### src/rtl/hc595_serializer_if.sv
// Frame handshake and 74HC595 pin bundle between the upstream encoder and the serializer.
interface hc595_if #(
  parameter int DATA_W = 16
) ();
  logic [DATA_W-1:0] din;
  logic              din_valid;
  logic              din_ready;
  logic              done;
  logic              oe_595;
  logic              shcp_595;
  logic              stcp_595;
  logic              ds;

  modport master (
    output din, din_valid,
    input  din_ready, done, oe_595, shcp_595, stcp_595, ds
  );

  modport slave (
    input  din, din_valid,
    output din_ready, done, oe_595, shcp_595, stcp_595, ds
  );
endinterface

### src/rtl/hc595_serializer.sv
// Parallel-to-serial driver for a 74HC595 chain: takes one frame per handshake,
// clocks it out on ds/shcp_595, latches it with stcp_595 and enables the outputs
// only once the first complete frame has been latched.
module hc595_serializer #(
  parameter int DATA_W    = 16,
  parameter int CLK_DIV   = 2,
  parameter bit MSB_FIRST = 1'b1
) (
  input  logic   clk,
  input  logic   rst_n,
  hc595_if.slave bus
);

  localparam int DIV_W = $clog2(CLK_DIV + 1);
  localparam int BIT_W = $clog2(DATA_W + 1);

  localparam logic [DIV_W-1:0] DIV_LAST = DIV_W'(CLK_DIV - 1);
  localparam logic [DIV_W-1:0] DIV_ONE  = DIV_W'(1);
  localparam logic [BIT_W-1:0] BIT_LAST = BIT_W'(DATA_W);
  localparam logic [BIT_W-1:0] BIT_ONE  = BIT_W'(1);

  typedef enum logic [1:0] {
    IDLE     = 2'd0,
    SHIFT_LO = 2'd1,
    SHIFT_HI = 2'd2,
    LATCH    = 2'd3
  } state_t;

  // Bit that goes out next for the configured shift direction.
  function automatic logic cur_bit(input logic [DATA_W-1:0] w);
    logic b;
    if (MSB_FIRST) begin
      b = w[DATA_W-1];
    end else begin
      b = w[0];
    end
    return b;
  endfunction

  // Word after one bit has been sent (written with shifts so DATA_W=1 stays legal).
  function automatic logic [DATA_W-1:0] advance(input logic [DATA_W-1:0] w);
    logic [DATA_W-1:0] r;
    if (MSB_FIRST) begin
      r = w << 1;
    end else begin
      r = w >> 1;
    end
    return r;
  endfunction

  state_t            state_r, state_nx_s;
  logic [DIV_W-1:0]  div_r, div_nx_s;
  logic [BIT_W-1:0]  bit_r, bit_nx_s;
  logic [DATA_W-1:0] sh_r, sh_nx_s;
  logic              ds_r, ds_nx_s;
  logic              shcp_r, shcp_nx_s;
  logic              stcp_r, stcp_nx_s;
  logic              done_r, done_nx_s;
  logic              oe_r, oe_nx_s;

  logic              div_last_s;
  logic [BIT_W-1:0]  bit_inc_s;
  logic [DATA_W-1:0] sh_adv_s;

  assign div_last_s = (div_r == DIV_LAST);
  assign bit_inc_s  = bit_r + BIT_ONE;
  assign sh_adv_s   = advance(sh_r);

  assign bus.din_ready = (state_r == IDLE) && rst_n;
  assign bus.done      = done_r;
  assign bus.oe_595    = oe_r;
  assign bus.shcp_595  = shcp_r;
  assign bus.stcp_595  = stcp_r;
  assign bus.ds        = ds_r;

  // State and output registers; reset forces a blank, disabled chain and drops any partial frame.
  always_ff @(posedge clk) begin
    if (!rst_n) begin
      state_r <= IDLE;
      div_r   <= '0;
      bit_r   <= '0;
      sh_r    <= '0;
      ds_r    <= 1'b0;
      shcp_r  <= 1'b0;
      stcp_r  <= 1'b0;
      done_r  <= 1'b0;
      oe_r    <= 1'b1;
    end else begin
      state_r <= state_nx_s;
      div_r   <= div_nx_s;
      bit_r   <= bit_nx_s;
      sh_r    <= sh_nx_s;
      ds_r    <= ds_nx_s;
      shcp_r  <= shcp_nx_s;
      stcp_r  <= stcp_nx_s;
      done_r  <= done_nx_s;
      oe_r    <= oe_nx_s;
    end
  end

  // Next-state and next-output logic; ds only moves when a SHIFT_LO phase begins.
  always_comb begin
    state_nx_s = state_r;
    div_nx_s   = div_r;
    bit_nx_s   = bit_r;
    sh_nx_s    = sh_r;
    ds_nx_s    = ds_r;
    shcp_nx_s  = shcp_r;
    stcp_nx_s  = stcp_r;
    done_nx_s  = 1'b0;
    oe_nx_s    = oe_r;

    case (state_r)
      IDLE: begin
        if (bus.din_valid) begin
          state_nx_s = SHIFT_LO;
          sh_nx_s    = bus.din;
          bit_nx_s   = '0;
          div_nx_s   = '0;
          ds_nx_s    = cur_bit(bus.din);
          shcp_nx_s  = 1'b0;
        end else begin
          div_nx_s   = '0;
        end
      end

      SHIFT_LO: begin
        if (div_last_s) begin
          state_nx_s = SHIFT_HI;
          div_nx_s   = '0;
          shcp_nx_s  = 1'b1;
        end else begin
          div_nx_s   = div_r + DIV_ONE;
        end
      end

      SHIFT_HI: begin
        if (div_last_s) begin
          div_nx_s  = '0;
          shcp_nx_s = 1'b0;
          sh_nx_s   = sh_adv_s;
          bit_nx_s  = bit_inc_s;
          if (bit_inc_s == BIT_LAST) begin
            state_nx_s = LATCH;
            stcp_nx_s  = 1'b1;
          end else begin
            state_nx_s = SHIFT_LO;
            ds_nx_s    = cur_bit(sh_adv_s);
          end
        end else begin
          div_nx_s = div_r + DIV_ONE;
        end
      end

      LATCH: begin
        if (div_last_s) begin
          state_nx_s = IDLE;
          div_nx_s   = '0;
          stcp_nx_s  = 1'b0;
          done_nx_s  = 1'b1;
          oe_nx_s    = 1'b0;
        end else begin
          div_nx_s   = div_r + DIV_ONE;
        end
      end

      default: begin
        state_nx_s = IDLE;
        div_nx_s   = '0;
        shcp_nx_s  = 1'b0;
        stcp_nx_s  = 1'b0;
      end
    endcase
  end

endmodule
### src/flat_wrapper.sv
// flat-port wrapper written by rule: the top's interface ports become plain ports
module hc595_serializer_flat 
#(
  parameter int DATA_W    = 16,
  parameter int CLK_DIV   = 2,
  parameter bit MSB_FIRST = 1'b1
)
  (clk, rst_n, bus_din, bus_din_valid, bus_din_ready, bus_done, bus_oe_595, bus_shcp_595, bus_stcp_595, bus_ds);
  hc595_if #(.DATA_W(DATA_W)) bus_i ();
  input  logic clk;
  input  logic rst_n;
  input wire logic [$bits(bus_i.din)-1:0] bus_din;
  input wire logic [$bits(bus_i.din_valid)-1:0] bus_din_valid;
  output wire logic [$bits(bus_i.din_ready)-1:0] bus_din_ready;
  output wire logic [$bits(bus_i.done)-1:0] bus_done;
  output wire logic [$bits(bus_i.oe_595)-1:0] bus_oe_595;
  output wire logic [$bits(bus_i.shcp_595)-1:0] bus_shcp_595;
  output wire logic [$bits(bus_i.stcp_595)-1:0] bus_stcp_595;
  output wire logic [$bits(bus_i.ds)-1:0] bus_ds;
  assign bus_i.din = bus_din;
  assign bus_i.din_valid = bus_din_valid;
  assign bus_din_ready = bus_i.din_ready;
  assign bus_done = bus_i.done;
  assign bus_oe_595 = bus_i.oe_595;
  assign bus_shcp_595 = bus_i.shcp_595;
  assign bus_stcp_595 = bus_i.stcp_595;
  assign bus_ds = bus_i.ds;
  hc595_serializer #(.DATA_W(DATA_W), .CLK_DIV(CLK_DIV), .MSB_FIRST(MSB_FIRST)) u_core (.clk(clk), .rst_n(rst_n), .bus(bus_i));
endmodule
### config.mk
export PLATFORM = sky130hd
export DESIGN_NAME = hc595_serializer_flat
export DESIGN_NICKNAME = d
export VERILOG_FILES = /design/src/rtl/hc595_serializer_if.sv /design/src/rtl/hc595_serializer.sv /design/src/flat_wrapper.sv
export SDC_FILE = /design/constraint.sdc
export NUM_CORES = 1
export LEC_CHECK = 0
export CORE_MARGIN = 1
export CORE_UTILIZATION = 44
export DETAILED_ROUTE_END_ITERATION = 10
export GPL_ROUTABILITY_DRIVEN = 0
export PLACE_DENSITY = 0.74
export SYNTH_ARGS = -nofsm -noshare
export SYNTH_HDL_FRONTEND = slang
export SYNTH_SLANG_ARGS = --single-unit
### constraint.sdc
create_clock -name clk -period 2.16 [get_ports clk]
set_input_delay 0.432 -clock clk [delete_from_list [all_inputs] [get_ports clk]]
set_output_delay 0.432 -clock clk [all_outputs]
set_load 0.01 [all_outputs]
==> impl_metrics.py, run 1 <==
metrics = {
    "clock_network": {
        "path_clk_slew_ps": 80,
        "clkSinkCount": 29,
        "clockBufferDepth": 2,
        "clock_latency_ps": 320,
        "cts_made_buffers": 5,
        "cts_tree": "done",
        "cts-root-buf": "clkbuf_4",
        "htreeDepth": 2,
    },
    "sta": {
        "drv_slew": 0,
        "tns_ps": 0,
        "post-route-period-util_pct": 81.9,
        "timing.fmax_ghz": 0.565,
        "holdWs_ps": 429,
        "slew_headroom_pct": 70.5,
        "grt_setup_unrepaired": "false",
        "hold_viol": 0,
        "finalSetupViolCount": 0,
        "fin_crit_ps": 1770,
        "fin_skew_ps": 8.18,
        "tightest_slew_ps": 441,
    },
    "layout": {
        "multi_input_area_um2": 674,
        "syn2layout_area_growth_pct": 26.0,
        "final-seq-area_um2": 581,
        "diodes": 0,
        "finalNetCount": 217,
        "fin_area_mm2": 0.00168,
        "layout_commonest_cell": "nand2_1",
        "post-route-util_pct": 59.7,
        "final_cell_mix": "35 x nand2_1, 29 x dfxtp_1, 27 x nor2_1, 23 x clkdlybuf4s50_1, 14 x a311oi_1",
        "layout-drive-gt1-share_pct": 7.14,
        "fillers": 266,
    },
    "die": {
        "coreArea_mm2": 0.00281,
        "die_w_um": 57.0,
        "fp.dieH_um": 57.0,
        "rows": 19,
        "io_pins": 25,
        "dieArea_mm2": 0.00325,
        "initial_core_util_pct": 47.4,
    },
    "setup_path": {
        "path_class": "flop to flop",
        "cp.arrival_ps": 2020,
        "worstSetupStartpointType": "flop",
        "cp_max_fo": 9,
        "cp-end-kind": "flop",
        "required_ps": 2420,
    },
    "yosys": {
        "ys_seq_area_share_pct": 43.7,
        "syn_avg_cell_area_um2": 7.78,
        "synthArstFlopShare_pct": 0,
        "yosysWarningCount": 0,
        "synth_top_area_share_pct": 43.7,
        "ys.flop_type": "dfxtp_1",
        "synth_cell_types": 30,
        "syn_nets": 192,
        "synth_seq_cells": 29,
        "synth_top_cells_by_area": "dfxtp_1 44%, nand2_1 9.9%, a311oi_1 9.2%",
        "synth_edf_count": 0,
        "synth_cells": 171,
        "yosysTopAreaCell": "dfxtp_1",
        "syn-cell-area_mm2": 0.00133,
    },
    "pwr": {
        "power_mw": 1.23,
        "peakVddDrop_mv": 0.384,
        "p_leak_nw": 0.658,
        "cellPowerDensity_mw_per_mm2": 733,
    },
    "global_routing": {
        "grt_pass1_vias": 1107,
        "grt_pass1_wl_um": 4900,
        "grt_overflow": 0,
        "grt_util_all_layers_pct": 19.9,
        "grt_max_degree": 31,
        "antenna_found_initial": 0,
    },
    "detailed_routing": {
        "routed_via_density": 5.62,
        "antenna_left": 0,
        "drt_first_pass_iters": 4,
        "routedWlPerCell_um": 12.1,
        "drc": 0,
        "wirelength_um": 2750,
        "dr_total_vias": 1276,
        "first_iter_violations": 57,
    },
    "run_status": {
        "status": "complete, no violations",
    },
    "place": {
        "placedInstanceArea_mm2": 0.00162,
        "io_buffers": 24,
        "hpwlAfterDp_um": 1920,
    },
    "hold_path": {
        "hold_path_class": "flop to flop",
    },
    "job": {
        "cap_viol_max_count": 0,
    },
}
## synthesized netlist by cell type, types with 2 or more instances
cell type and n:
a21oi_1 11, nor2b_1 3, nor2_1 27, inv_1 2, dfxtp_1 29, nand2b_1 5
ha_1 2, buf_2 2, a311oi_1 14, mux2i_1 3, clkbuf_1 10, nand2_1 35
o21ai_0 7, nand3b_1 2, nand3_1 4
## kinds of logic after synthesis
| family | synth area share [%] |
|---|---|
| simple gates | 27.7 |
| compound gates | 18.9 |
| flops | 43.7 |
| buf+inv | 5.64 |
| mux | 2.26 |
| fa+ha+maj | 1.88 |
## per-stage QoR
stage | cells | setup WS (ps)
2_1_floorplan | 171 | 459
3_3_place_gp | 220 | 42.7
3_5_place_dp | 220 | 39.1
4_1_cts | 227 | 24.8
5_1_grt | 227 | 272
6_report | 227 | 391
## layout make-up
type / count / share of cell area, %
multi-input cells: 125 / 40.3
repair buffers: 32 / 18.8
well taps: 31 / 2.32
flip-flops and latches: 29 / 34.7
clock buffers: 7 / 3.29
inverters: 3 / 0.672
## worst max-delay path, cell delays in order, from the launching register on
cell     delay, ps
dfxtp_1        340
ha_1           330
mux2i_1        150
or2_1          240
or4_1          500
a21oi_1        140
## registers in the layout, summed over array words and instances, names as in the netlist
register / count
u_core.bus.stcp_595: 1
u_core.bus.shcp_595: 1
u_core.bus.ds: 1
u_core.bus.oe_595: 1
u_core.bus.done: 1
u_core.sh_r: 15
u_core.state_r: 2
u_core.div_r: 2
u_core.bit_r: 5
## layer usage
| metal | vias up | track usage, % | routed length (um) |
|---|---|---|---|
| met2 | 51 | 30.4 | 1240 |
| met1 | 575 | 24.3 | 1260 |
| met3 | 10 | 8.39 | 180 |
| li1 | 640 | - | - |
| met4 | 0 | 9.41 | 65 |
| met5 | - | 0 | 0 |
## final timing paths
check	start	endpoint	slack (ps)	depth (start not counted)
max	u_core.div_r[0]	u_core.bit_r[4]	390	5
min	u_core.div_r[0]	u_core.div_r[0]	430	1
max reg2reg	u_core.div_r[0]	u_core.bit_r[4]	390	5
min reg2reg	u_core.div_r[0]	u_core.div_r[0]	430	1
## what timing repair did
| item | 4_1_cts | 5_1_grt |
|---|---|---|
| hold endpoints to repair | 0 | 0 |
| setup endpoints to repair | 0 | 1 |
| hold buffers | 0 | 0 |
| buffers inserted | 0 | 0 |
| gates resized for setup | 0 | 1 |
## power breakdown
part | internal [mW] | switching (mW) | leakage [nW]
Sequential | 0.586 | 0.0395 | 0.238
Clock | 0.153 | 0.176 | 0.0314
Combinational | 0.135 | 0.138 | 0.389
(Power assumes the default switching activity.)
==> inputs of run 2 (changes only) <==
==> constraint.sdc (replaced) <==
create_clock -name clk -period 1.8 [get_ports clk]
set_input_delay 0.36 -clock clk [delete_from_list [all_inputs] [get_ports clk]]
set_output_delay 0.36 -clock clk [all_outputs]
set_load 0.01 [all_outputs]
==> run 2 against run 1 <==
Setup slack got worse by 290 ps. Clock-buffer cell count fell by 1. Sequential cell count did not move. Global-route usage fell by 1.1 points. Largest power group unchanged.
==> impl_metrics.py, run 2 (synthesis gave the netlist of run 1 again) <==
metrics = {
    "layout": {
        "largest_reg_flops": 15,
        "syn2layout_area_growth_pct": 27.1,
        "layout-drive-gt1-share_pct": 9.00,
        "largestRegisters": "u_core.sh_r: 15 flops, u_core.bit_r: 5 flops",
        "final_cell_mix": "35 x nand2_1, 29 x dfxtp_1, 27 x nor2_1, 23 x clkdlybuf4s50_1, 14 x a311oi_1",
        "diodes": 0,
        "finalNetCount": 220,
        "top_register": "u_core.sh_r",
        "layout_commonest_cell": "nand2_1",
    },
    "die": {
        "initial_core_util_pct": 47.4,
        "die_w_um": 57.0,
        "coreArea_mm2": 0.00281,
        "rows": 19,
        "fp.dieH_um": 57.0,
        "dieArea_mm2": 0.00325,
        "io_pins": 25,
    },
    "setup_path": {
        "cp-end-kind": "primary output",
        "cp_max_fo": 2,
        "path_class": "primary input to primary output",
        "worstSetupStartpointType": "primary input",
        "crit_path_top_delay_cell": "clkdlybuf4s50_1",
        "cp.arrival_ps": 1340,
        "max_stage_delay_ps": 490,
        "required_ps": 1440,
        "worstPathCellList": "clkdlybuf4s50_1, clkinv_1, nor3_1, dlygate4sd2_1",
    },
    "clock_network": {
        "htreeDepth": 2,
        "cts-root-buf": "clkbuf_4",
        "post_cts_buffers": 0,
        "clkSinkCount": 29,
        "clock_latency_ps": 330,
        "post_cts_resized": 1,
        "cts_made_buffers": 5,
        "clockBufferDepth": 2,
        "cts_tree": "done",
        "path_clk_slew_ps": 80,
        "postCtsHoldBufs": 0,
    },
    "detailed_routing": {
        "first_iter_violations": 63,
        "wl_met1_um": 1310,
        "met2_length_um": 1380,
        "dr_total_vias": 1244,
        "wl_met3_um": 126,
        "top_layer": "met4",
        "wirelength_um": 2840,
        "antenna_left": 0,
        "drt_first_pass_iters": 4,
        "routedWlPerCell_um": 12.3,
        "routed_via_density": 5.39,
        "drc": 0,
    },
    "global_routing": {
        "grt_pass1_vias": 1109,
        "grt_overflow": 0,
        "grt_pass1_wl_um": 4730,
        "grt_max_degree": 31,
        "antenna_found_initial": 0,
        "grt_util_all_layers_pct": 18.7,
    },
    "place": {
        "io_buffers": 24,
        "hpwlAfterDp_um": 1980,
        "dp_slack_ps": -178,
    },
    "hold_path": {
        "hold_path_class": "flop to flop",
    },
    "pwr": {
        "cellPowerDensity_mw_per_mm2": 866,
        "power_mw": 1.46,
        "peakVddDrop_mv": 0.471,
        "p_leak_nw": 0.664,
    },
    "sta": {
        "hold_viol": 0,
        "tightest_slew_ps": 361,
        "grt_setup_unrepaired": "false",
        "timing.fmax_ghz": 0.590,
        "finalSetupViolCount": 0,
        "post-route-period-util_pct": 94.2,
        "slew_headroom_pct": 75.9,
        "holdWs_ps": 439,
        "tns_ps": 0,
        "drv_slew": 0,
        "fin_skew_ps": 12.0,
        "fin_crit_ps": 1700,
        "setup_slack_ps": 104,
    },
    "job": {
        "cap_viol_max_count": 0,
    },
    "run_status": {
        "status": "complete, no violations",
    },
}
## run 2: cell types whose count changed in the layout (fill, tap and decap cells not counted), sizes merged
cell	previous run	this run
buf	8	11
clkbuf	7	6
dlymetal6s2s	1	0
clkinv	1	3
dlygate4sd2	0	1
## run 2: where the power goes
group | internal, mW | total (mW) | switching, mW
logic | 0.169 | 0.347 | 0.177
registers | 0.703 | 0.743 | 0.0394
clock network | 0.149 | 0.375 | 0.226
## run 2: critical path, delay by kind of cell
kind                   cells  cell delay, ps
AND/OR/NAND/NOR            1             120
buffers and inverters      3             850
## run 2: final cells by class
| type | count | area (um^2) |
|---|---|---|
| multi-input combinational | 125 | 674 |
| fill | 259 | 1110 |
| tap | 31 | 38.8 |
| clock inverter | 2 | 10.0 |
| clock buffer | 6 | 41.3 |
| inverter | 3 | 11.3 |
| timing repair buffer | 35 | 334 |
| sequential | 29 | 581 |
## run 2: stage by stage
step / util (%) / std cells / area (um^2)
finish: 60.3 / 231 / 1690
CTS: 60.3 / 231 / 1690
floorplan: - / 171 / 1330
detailed placement: 58.5 / 223 / 1640
global placement: 58.5 / 223 / 1640
global route: 60.3 / 231 / 1690
## run 2: worst paths after layout
kind,from,to,slack (ps),cells after the start
worst min-delay path,u_core.div_r[0],u_core.div_r[0],440,1
worst max register to register,u_core.state_r[1],u_core.bit_r[4],160,4
worst min register to register,u_core.div_r[0],u_core.div_r[0],440,1
worst max-delay path,rst_n,bus_din_ready,100,4
## run 2: layer usage
| layer | GRT usage (%) | vias to the layer above |
|---|---|---|
| met4 | 6.27 | 0 |
| li1 | - | 646 |
| met2 | 30.4 | 22 |
| met1 | 23.1 | 572 |
| met3 | 6.80 | 4 |
| met5 | 0 | - |
==> inputs of run 3 (changes only) <==
--- a/config.mk
+++ b/config.mk
@@ -5,10 +5,13 @@
 export SDC_FILE = /design/constraint.sdc
 export NUM_CORES = 1
 export LEC_CHECK = 0
+export ABC_AREA = 1
 export CORE_MARGIN = 1
 export CORE_UTILIZATION = 44
+export CTS_CLUSTER_SIZE = 8
 export DETAILED_ROUTE_END_ITERATION = 10
 export GPL_ROUTABILITY_DRIVEN = 0
+export GPL_TIMING_DRIVEN = 0
 export PLACE_DENSITY = 0.74
 export SYNTH_ARGS = -nofsm -noshare
 export SYNTH_HDL_FRONTEND = slang
==> run 3 against run 2 <==
Sequential power rose by 12%. Synthesized cell count rose by 4.1%. The run now ends with design-rule violations left. Register-to-register slack improved by 190 ps. Cell count rose by 4.3%. Highest routed layer unchanged.
==> impl_metrics.py, run 3 <==
metrics = {
    "setup_path": {
        "cp-end-kind": "primary output",
        "worstSetupStartpointType": "flop",
        "worstReg2RegStart": "u_core.state_r[1]",
        "ff2ff_path_depth": 7,
        "crit_family": "buffers and inverters",
        "startpoint": "u_core.bus.ds",
        "max_stage_delay_ps": 540,
        "required_ps": 1440,
        "crit_path_top_delay_cell": "clkdlybuf4s50_1",
        "path_class": "flop to primary output",
        "cp_max_fo": 2,
        "cp.arrival_ps": 1240,
        "worstPathCellList": "clkdlybuf4s50_1",
        "r2r-end": "u_core.sh_r[4]",
        "worst-path-buf-inv": 1,
        "r2r_slack_ps": 350,
    },
    "layout": {
        "largest_reg_flops": 15,
        "final_cell_mix": "57 x nand2_1, 29 x dfxtp_1, 22 x clkdlybuf4s50_1, 17 x nand3_1",
        "diodes": 0,
        "syn2layout_area_growth_pct": 24.7,
        "stdcell_count": 241,
        "layout-drive-gt1-share_pct": 12.4,
        "top_register": "u_core.sh_r",
        "post-route-util_pct": 59.8,
        "layout_commonest_cell": "nand2_1",
        "fin_area_mm2": 0.00171,
        "largestRegisters": "u_core.sh_r: 15 flops, u_core.bit_r: 5 flops",
        "finalNetCount": 230,
    },
    "pwr": {
        "power_mw": 1.84,
        "cellPowerDensity_mw_per_mm2": 1080,
        "p_leak_nw": 0.821,
        "peakVddDrop_mv": 0.593,
    },
    "sta": {
        "setup_slack_ps": 201,
        "tns_ps": 0,
        "slew_headroom_pct": 66.4,
        "finalSetupViolCount": 0,
        "fin_crit_ps": 1600,
        "fin_skew_ps": 15.0,
        "holdWs_ps": 433,
        "grt_setup_unrepaired": "false",
        "timing.fmax_ghz": 0.626,
        "hold_viol": 0,
        "post-route-period-util_pct": 88.8,
        "tightest_slew_ps": 505,
        "drv_slew": 0,
    },
    "yosys": {
        "yosysWarningCount": 0,
        "yosysTopAreaCell": "dfxtp_1",
        "syn_avg_cell_area_um2": 7.68,
        "synth_top_area_share_pct": 42.5,
        "synth_top_cells_by_area": "dfxtp_1 42%, nand2_1 16%, o211a_1 8.8%",
        "ys.flop_type": "dfxtp_1",
        "synth_seq_cells": 29,
        "synthArstFlopShare_pct": 0,
        "post-synth-top-count-cell": "nand2_1",
        "synth_common_cells": "57 x nand2_1, 29 x dfxtp_1, 17 x nand3_1",
        "synth_cells": 178,
        "synth_edf_count": 0,
        "ys_seq_area_share_pct": 42.5,
        "syn_nets": 199,
        "synth_cell_types": 25,
        "syn-cell-area_mm2": 0.00137,
    },
    "detailed_routing": {
        "dr_total_vias": 1253,
        "antenna_left": 0,
        "wirelength_um": 2950,
        "routedWlPerCell_um": 12.2,
        "routed_via_density": 5.20,
        "first_iter_violations": 30,
        "drt_first_pass_iters": 7,
        "drc": 2,
    },
    "die": {
        "rows": 19,
        "coreArea_mm2": 0.00285,
        "die_w_um": 57.8,
        "dieArea_mm2": 0.00334,
        "fp.dieH_um": 57.8,
        "initial_core_util_pct": 47.9,
        "io_pins": 25,
    },
    "clock_network": {
        "cts_tree": "done",
        "post_cts_resized": 5,
        "post_cts_buffers": 0,
        "path_clk_slew_ps": 100,
        "htreeDepth": 2,
        "cts-root-buf": "clkbuf_4",
        "clock_latency_ps": 330,
        "clockBufferDepth": 2,
        "postCtsHoldBufs": 0,
        "clkSinkCount": 29,
        "cts_made_buffers": 5,
    },
    "hold_path": {
        "hold_path_class": "flop to flop",
        "min_to": "u_core.div_r[0]",
        "holdPathStages": 1,
        "hp-start": "u_core.div_r[0]",
    },
    "global_routing": {
        "grt_util_all_layers_pct": 19.1,
        "grt_overflow": 0,
        "grt_max_degree": 11,
        "grt_pass1_wl_um": 4900,
        "antenna_found_initial": 0,
        "grt_pass1_vias": 1205,
    },
    "place": {
        "placedInstanceArea_mm2": 0.00165,
        "io_buffers": 24,
        "dp.cells": 233,
        "dp_slack_ps": -505,
        "hpwlAfterDp_um": 2080,
    },
    "run_status": {
        "status": "finished, violations left",
        "violations": "design-rule violations",
    },
    "job": {
        "cap_viol_max_count": 0,
    },
}
-- run 3: per-layer routing --
metal  track usage [%]  share of wire, %  vias up
li1                  -                 -      645
met1              22.3                46      573
met2              33.6                48       32
met3              4.91               5.4        3
met4              7.82              0.85        0
met5                 0                 0        -
-- run 3: worst max path at each step --
stage,depth (start not counted),to,slack (ps)
after global routing,3,bus_din_ready,120
after global placement,4,bus_din_ready,-490
final,1,bus_ds,200
after detailed placement,4,bus_din_ready,-500
after floorplan,8,u_core.bus.ds,580
after CTS,1,bus_ds,190
-- run 3: cells by family (layout without fill, tap and decap cells) --
kind of cell | after synthesis | in the layout | share of synthesized area [%]
AND/OR/NAND/NOR | 94 | 94 | 30.5
multiplexers | 1 | 1 | 0.732
adder cells (fa/ha/maj) | 2 | 2 | 1.83
AO/OA/AOI/OAI | 30 | 30 | 16.1
buffers and inverters | 22 | 54 | 8.42
flip-flops | 29 | 29 | 42.5
-- run 3: where the power goes --
group	total, mW	internal [mW]	switching [mW]
combinational	0.620	0.274	0.346
sequential	0.834	0.763	0.0711
clock	0.381	0.149	0.232
-- run 3: layout make-up --
type	count	area, um^2
Timing Repair Buffer	24	238
Clock buffer	6	41.3
Buffer	8	62.6
Multi-Input combinational cell	127	677
Clock inverter	2	10.0
Sequential cell	29	581
Tap cell	31	38.8
Inverter	14	57.6
Fill cell	270	1150
